===== config.mk =====
export PLATFORM = sky130hd
export DESIGN_NAME = vga_fb_arbiter
export DESIGN_NICKNAME = d
export VERILOG_FILES = /design/src/rtl/vga_fb_arbiter.sv
export SDC_FILE = /design/constraint.sdc
export NUM_CORES = 1
export LEC_CHECK = 0
export BUFFER_PORTS_ARGS = -buffer_cell sky130_fd_sc_hd__buf_4
export CAP_MARGIN = 20
export CORE_MARGIN = 3
export CORE_UTILIZATION = 41
export CTS_CLUSTER_DIAMETER = 40
export DETAILED_ROUTE_END_ITERATION = 7
export PLACE_DENSITY_LB_ADDON = 0.05
export SLEW_MARGIN = 20
export SYNTH_ARGS = -nofsm -noshare
export SYNTH_HDL_FRONTEND = slang
export SYNTH_SLANG_ARGS = --single-unit

===== constraint.sdc =====
create_clock -name clk -period 3.1 [get_ports clk]
set_input_delay 0.155 -clock clk [delete_from_list [all_inputs] [get_ports clk]]
set_output_delay 0.155 -clock clk [all_outputs]
set_load 0.01 [all_outputs]

===== src/rtl/vga_fb_arbiter.sv =====
// vga_fb_arbiter
// Shares a single-port frame-buffer RAM between the VGA display fetch, a
// pixel writer (valid/ready) and a built-in clear sequencer.
//
// The display fetch owns the cycle right after each pix_tick whenever DE is
// high. Every other cycle is free and goes either to the writer (IDLE) or to
// the clear sequencer (CLEAR).
//
// Ports
//   clk, reset            system clock, synchronous active-low reset
//   pix_tick, de_in,      VGA pixel strobe, display enable and coordinates
//   x_in, y_in
//   wr_valid/addr/data    writer request
//   wr_ready              combinational grant
//   wr_err                pulse: a transferred write was out of range
//   clr_start, clr_color  start a clear with the given fill colour
//   clr_busy, clr_done    clear running / one-cycle completion pulse
//   mem_*                 RAM port (read data one cycle after a read)
//   pix_rgb, pix_de       registered pixel and DE to the output stage
module vga_fb_arbiter #(
  parameter int unsigned H_RES       = 640,
  parameter int unsigned V_RES       = 480,
  parameter int unsigned SCALE_SHIFT = 3,
  parameter int unsigned DATA_W      = 12,
  parameter int unsigned ADDR_W      = 13
) (
  input  logic              clk,
  input  logic              reset,
  input  logic              pix_tick,
  input  logic              de_in,
  input  logic [9:0]        x_in,
  input  logic [9:0]        y_in,
  input  logic              wr_valid,
  input  logic [ADDR_W-1:0] wr_addr,
  input  logic [DATA_W-1:0] wr_data,
  output logic              wr_ready,
  output logic              wr_err,
  input  logic              clr_start,
  input  logic [DATA_W-1:0] clr_color,
  output logic              clr_busy,
  output logic              clr_done,
  output logic              mem_en,
  output logic              mem_we,
  output logic [ADDR_W-1:0] mem_addr,
  output logic [DATA_W-1:0] mem_wdata,
  input  logic [DATA_W-1:0] mem_rdata,
  output logic [DATA_W-1:0] pix_rgb,
  output logic              pix_de
);

  localparam int unsigned       BUF_W     = H_RES >> SCALE_SHIFT;
  localparam int unsigned       BUF_H     = V_RES >> SCALE_SHIFT;
  localparam int unsigned       DEPTH     = BUF_W * BUF_H;
  localparam logic [ADDR_W:0]   DEPTH_X   = (ADDR_W + 1)'(DEPTH);
  localparam logic [ADDR_W-1:0] LAST_ADDR = ADDR_W'(DEPTH - 1);

  typedef enum logic [0:0] {
    ST_IDLE  = 1'b0,
    ST_CLEAR = 1'b1
  } state_e;

  state_e            state_q;
  logic              slot_q;
  logic              rd_q;
  logic [ADDR_W-1:0] clr_addr_q;
  logic [DATA_W-1:0] clr_color_q;
  logic              wr_err_q;
  logic              clr_busy_q;
  logic              clr_done_q;
  logic [DATA_W-1:0] pix_rgb_q;
  logic              pix_de_q;

  logic              disp_rd_s;
  logic              free_s;
  logic              xfer_s;
  logic              addr_ok_s;
  logic              clr_wr_s;
  logic [ADDR_W-1:0] disp_addr_s;
  logic [ADDR_W-1:0] clr_addr_d;

  // Arbitration: the display read wins its slot; nothing is granted in reset.
  assign disp_rd_s = reset & slot_q & de_in;
  assign free_s    = reset & ~disp_rd_s;
  assign wr_ready  = free_s & (state_q == ST_IDLE);
  assign xfer_s    = wr_valid & wr_ready;
  assign addr_ok_s = ({1'b0, wr_addr} < DEPTH_X);
  assign clr_wr_s  = free_s & (state_q == ST_CLEAR);
  assign clr_addr_d = clr_addr_q + {{(ADDR_W-1){1'b0}}, 1'b1};

  // Buffer address computed at 32 bits, then truncated to the RAM width so
  // out-of-range coordinates wrap instead of overflowing mid-expression.
  assign disp_addr_s = ADDR_W'(((32'(y_in) >> SCALE_SHIFT) * BUF_W)
                               + (32'(x_in) >> SCALE_SHIFT));

  // RAM port mux: display read, else clear write, else in-range writer write.
  always_comb begin
    mem_en    = 1'b0;
    mem_we    = 1'b0;
    mem_addr  = {ADDR_W{1'b0}};
    mem_wdata = {DATA_W{1'b0}};
    if (disp_rd_s) begin
      mem_en   = 1'b1;
      mem_addr = disp_addr_s;
    end else if (clr_wr_s) begin
      mem_en    = 1'b1;
      mem_we    = 1'b1;
      mem_addr  = clr_addr_q;
      mem_wdata = clr_color_q;
    end else if (xfer_s && addr_ok_s) begin
      mem_en    = 1'b1;
      mem_we    = 1'b1;
      mem_addr  = wr_addr;
      mem_wdata = wr_data;
    end else begin
      mem_en = 1'b0;
    end
  end

  // Display pipeline: slot flag, read-capture flag and the output pixel.
  always_ff @(posedge clk) begin
    if (!reset) begin
      slot_q    <= 1'b0;
      rd_q      <= 1'b0;
      pix_rgb_q <= {DATA_W{1'b0}};
      pix_de_q  <= 1'b0;
    end else begin
      slot_q <= pix_tick;
      rd_q   <= disp_rd_s;
      if (rd_q) begin
        pix_rgb_q <= mem_rdata;
        pix_de_q  <= 1'b1;
      end else if (slot_q && !de_in) begin
        pix_rgb_q <= {DATA_W{1'b0}};
        pix_de_q  <= 1'b0;
      end else begin
        pix_rgb_q <= pix_rgb_q;
        pix_de_q  <= pix_de_q;
      end
    end
  end

  // Out-of-range writes are accepted and dropped; flag them one cycle later.
  always_ff @(posedge clk) begin
    if (!reset) begin
      wr_err_q <= 1'b0;
    end else begin
      wr_err_q <= xfer_s & ~addr_ok_s;
    end
  end

  // Clear sequencer: walks 0..DEPTH-1 on free cycles, stalling on reads.
  always_ff @(posedge clk) begin
    if (!reset) begin
      state_q     <= ST_IDLE;
      clr_addr_q  <= {ADDR_W{1'b0}};
      clr_color_q <= {DATA_W{1'b0}};
      clr_busy_q  <= 1'b0;
      clr_done_q  <= 1'b0;
    end else begin
      clr_done_q <= 1'b0;
      case (state_q)
        ST_IDLE: begin
          if (clr_start) begin
            state_q     <= ST_CLEAR;
            clr_addr_q  <= {ADDR_W{1'b0}};
            clr_color_q <= clr_color;
            clr_busy_q  <= 1'b1;
          end else begin
            state_q <= ST_IDLE;
          end
        end
        ST_CLEAR: begin
          if (clr_wr_s) begin
            if (clr_addr_q == LAST_ADDR) begin
              state_q    <= ST_IDLE;
              clr_busy_q <= 1'b0;
              clr_done_q <= 1'b1;
            end else begin
              clr_addr_q <= clr_addr_d;
            end
          end else begin
            clr_addr_q <= clr_addr_q;
          end
        end
        default: begin
          state_q    <= ST_IDLE;
          clr_busy_q <= 1'b0;
        end
      endcase
    end
  end

  assign wr_err   = wr_err_q;
  assign clr_busy = clr_busy_q;
  assign clr_done = clr_done_q;
  assign pix_rgb  = pix_rgb_q;
  assign pix_de   = pix_de_q;

endmodule


# == After elaboration in Yosys (flattened, before gate mapping) ==
# Index checks and enable logic that the tools add are counted.
# op_classes
add_sub_neg,2
n_mul,1
n_div,0
n_lt_le_gt_ge,1
eq_ne,5
n_shift,0
n_mux,27
bitwise_logic,10
n_reduce_logical,8
# op_table
cell,count
$mux 13,6
$mux 12,5
$pmux 13 s2,1
$add 13x1->13 const B,1
$add 13x7->13,1
$eq 13x13->1 const B,1
$lt 13x13->1 const B,1
$mux 1,13
$mul 7x3->9 const B,1
$reduce_and 3->1,3
$and 1x1->1,7
$ne 2x1->1 const B,2
$ne 2x2->1 const B,2
$pmux 1 s2,2
$not 1->1,3
$logic_and 1x1->1,2
$reduce_and 2->1,1
$reduce_bool 2->1,1
$logic_not 1->1,1
# word_totals
regBits,44
latch_bits,0
ramBits,0
mem_bits_ro,0
out_inout_bits,44
wordCells,64
memories,0

# == Longest topological paths before layout ==
# depth
word_depth,10
ltp_mapped,9
ltp_nobuf,9

# == Least setup slack after synthesis ==
# Ideal clock, no wire load.
# synth_path
path_kind,input-to-output
startpoint,input port y_in[4]
endpoint,output port mem_addr[12]
arrival_ns,2.191
required_time_ns,2.945
setup_slack_ns,0.754
cell_stages,8
path_buffers,0
path_cell_list,ha_1 -> ha_1 -> fa_1 -> xor2_1 -> nor3b_1 -> nand3_1 -> xor3_1 -> a221o_1
# synth_via
elab_chain_len,3
# synth_lines
element,line,source
"start, declared",32,"input logic [9:0] y_in,"
$mul 7x3->9,92,assign disp_addr_s = ADDR_W'(((32'(y_in) >> SCALE_SHIFT) * BUF_W)
$add 13x7->13,93,+ (32'(x_in) >> SCALE_SHIFT));
$mux 13,101,if (disp_rd_s) begin
"end, declared",44,"output logic [ADDR_W-1:0] mem_addr,"
# Every way passes these cells.

# == Worst setup path after layout ==
# Same ends and word-level chain as after synthesis.

==> summary.md <==
| Metric | Value |
|---|---|
| Outcome | finished clean |
| Avg Inst Size Synth | about 8.8 µm² |
| Io pins | around 120 |
| FMAX | between 0.3 and 0.4 GHz |
| Chip height | around 84 µm |
| Drt first-iter violations | 132 |
| Slowest-stage cell, CP | fa_1 |
| Power Dens Cells | 386.9 nW/µm² |
| Adder-cell area share of the yosys netlist | roughly 8.6% |
| Post-Syn Nets | about 380 |
| Fin. max-slew vios | 0 |
| Core area | around 5700 µm² |
| TritonCTS Buffers | 5 |
| Post-Synth XOR/XNOR Area | 6.869% |
| Antenna Nets Post-Route | 0 |
| Synth top area share | between 30% and 40% |
| Total Power | about 1.4 mW |
| Vias in the first global route | about 2,400 |
| CP Launch Type | primary input |
| Drt wl/cell | roughly 15 µm |
| Largest net degree at the start of global routing | 35 |
| Dpl ws | 357.5 ps |
| Post-synth top area cell | dfxtp_1 |
| Antenna violations before repair | 0 |
| Setup ws final | about 340 ps |
| # resized after CTS | 0 |
| Final worst-path cycle share | about 89% |
| Post-detail-place hpwl | between 5000 and 6000 µm |
| Clock Path Buffers | 2 |
| Routed WL | between 6000 and 7000 µm |
| CTS root buf | clkbuf_8 |
| Total track usage | 19.09% |
| PortBufs | roughly 110 |
| Gr ovfl total | 0 |
| Main combinational cell family by area after synthesis | compound AO/OA/AOI/OAI gates |
| CTS tree | yes |
| Register area share after synthesis | 35.04% |
| EDFF count, synth | 0 |
| YS warnings | 0 |
| Drt pass-1 iters | 7 |
| # diodes | 0 |
| RD Place Congestion | roughly 0.83 |
| Synth unique cells | 44 |
| Critical Path Sink Type | output pin |
| Core Rows | 27 |
| Final Hold Fails | 0 |
| Drc violations | 0 |
| MaxCap Viol Count | 0 |
| Layout cells sized above 1 | around a third |
| CP Buf/Inv Count | 2 |
| Fin Setup TNS | 0 ps |
| Final Skew | between 8 and 9 ps |
| Most frequent cells in the layout | 113 x buf_4, 44 x dfxtp_1, 36 x nand2_1 |
| First-pass GRT wire length | 11,240 µm |
| Async S/R FF share, synth | 0% |
| Fin nets | approximately 480 |
| Synthesized area | 2514 µm² |
| Number of vias per cell | between 5 and 6 |
| Top cell family by delay on the critical path | adder cells |
| Clock H-tree levels | 2 |
| Synth-to-Final Area Change | 39.17% |
| Pleak | between 1.5 and 2 nW |
| Util after Layout | between 60% and 70% |
| CP Class | primary input to output pin |
| Post-Synth Simple-Gate Area | between 20% and 30% |
| Post-CTS setup buffers | 0 |
| Die width | ~84 µm |
| CP peak stage delay | roughly 400 ps |
| Starting Density | 44.03% |
| Slew headroom | a little over two fifths |
| Reg clk slew, reported paths | ~80 ps |
| Ys flop type | dfxtp_1 |
| Fill cells | ~520 |
| Seq cells post-synth | 44 |
| Clock latency on the worst-skew pair | a little under 300 ps |
| CP Data Arrival Time | between 2000 and 3000 ps |
| Vias | approximately 2,400 |
| Mux cell area share after synthesis | 0% |
| CTS Sinks | 44 |
| Max FO, Critical Path | 3 |
| CP Cell Sequence | buf_4, ha_1, ha_1, fa_1, xor2_1, nor3b_1, nand3_1, xor3_1, a221o_1, buf_4 |
| WP data required | between 2000 and 3000 ps |
| Fraction of the mapped netlist area in compound gates | between 20% and 30% |
| CTS Hold Bufs | 0 |
| Final setup viols | 0 |
| Die footprint | 7106 µm² |
| Actual slew at the worst max-slew pin | about 860 ps |
| Post-Syn Instances | approximately 290 |
| RSZ-0062 raised after global routing | false |
| Worst IR drop on VDD | approximately 270 µV |
| Commonest non-fill, non-tap cell in the layout | buf_4 |
| Top cells by area, synth | dfxtp_1 35%, ha_1 7.0%, nand2_1 5.4% |
| Minimum clock period | roughly 2800 ps |
| Worst min path class | primary input to flip-flop |
-- state kept, by name (all words and copies together) (netlist names) --
register     cells
rd_q             1
clr_color_q     12
clr_addr_q      13
slot_q           1
wr_err           1
clr_done         1
pix_rgb         12
state_q          1
pix_de           1
clr_busy         1
-- through the flow --
stage / hold slack (ps) / std cells / instance area (µm²)
final: 72.01 / 461 / 3498
after global routing: 62.77 / 461 / 3498
after CTS: 61.71 / 461 / 3498
after detailed placement: 370.3 / 453 / 3377
after global placement: 364.5 / 453 / 3377
after floorplan: 270.8 / 285 / 2514
-- cell type report --
cell class              instances  area [µm²]  area share (%)
clock buffers                   6       82.58           2.361
inverters                      11       41.29           1.180
clock inverters                 2       38.79           1.109
well taps                      72       90.09           2.575
repair buffers                113       848.3           24.25
flip-flops and latches         44       880.8           25.18
multi-input cells             213        1516           43.35
-- power by group --
part | switching (mW) | internal, mW
clock | 0.198 | 0.264
sequential | 0.0114 | 0.581
combinational | 0.139 | 0.160
total | 0.349 | 1.00
-- cells by family after synthesis --
| kind of cell | count (synthesis) |
|---|---|
| and+or+nand+nor | 102 |
| xor gates and xnor gates | 18 |
| AOI/OAI and AO/OA | 77 |
| adders and majority gates | 16 |
| DFF | 44 |
| buffers and inverters | 28 |
-- worst paths after layout --
kind              depth (start not counted)  slack (ps)        endpoint      startpoint
setup / recovery                         10         340    mem_addr[12]         y_in[4]
hold / removal                            2          70          slot_q        pix_tick
setup reg to reg                          7        1150  clr_addr_q[11]   clr_addr_q[0]
hold reg to reg                           2         470  clr_color_q[5]  clr_color_q[5]
-- routing by layer --
metal  track usage [%]  up-vias  share of wire (%)
met4             4.094        0               0.64
li1                  -     1222                  -
met5                 0        -                  0
met1             24.40     1076                 45
met2             32.14       84                 46
met3             5.299        4                7.6
-- cells in the mapped netlist (9+ instances only) --
cell,count
inv_1,11
ha_1,14
a21boi_0,13
dfxtp_1,44
a22o_1,12
a22oi_1,16
nand2_1,36
nor2_1,17
nor2b_1,16
clkbuf_1,11
a21oi_1,9
xor2_1,11
nand3_1,11
Note: power is estimated with default switching activity, not from simulation.
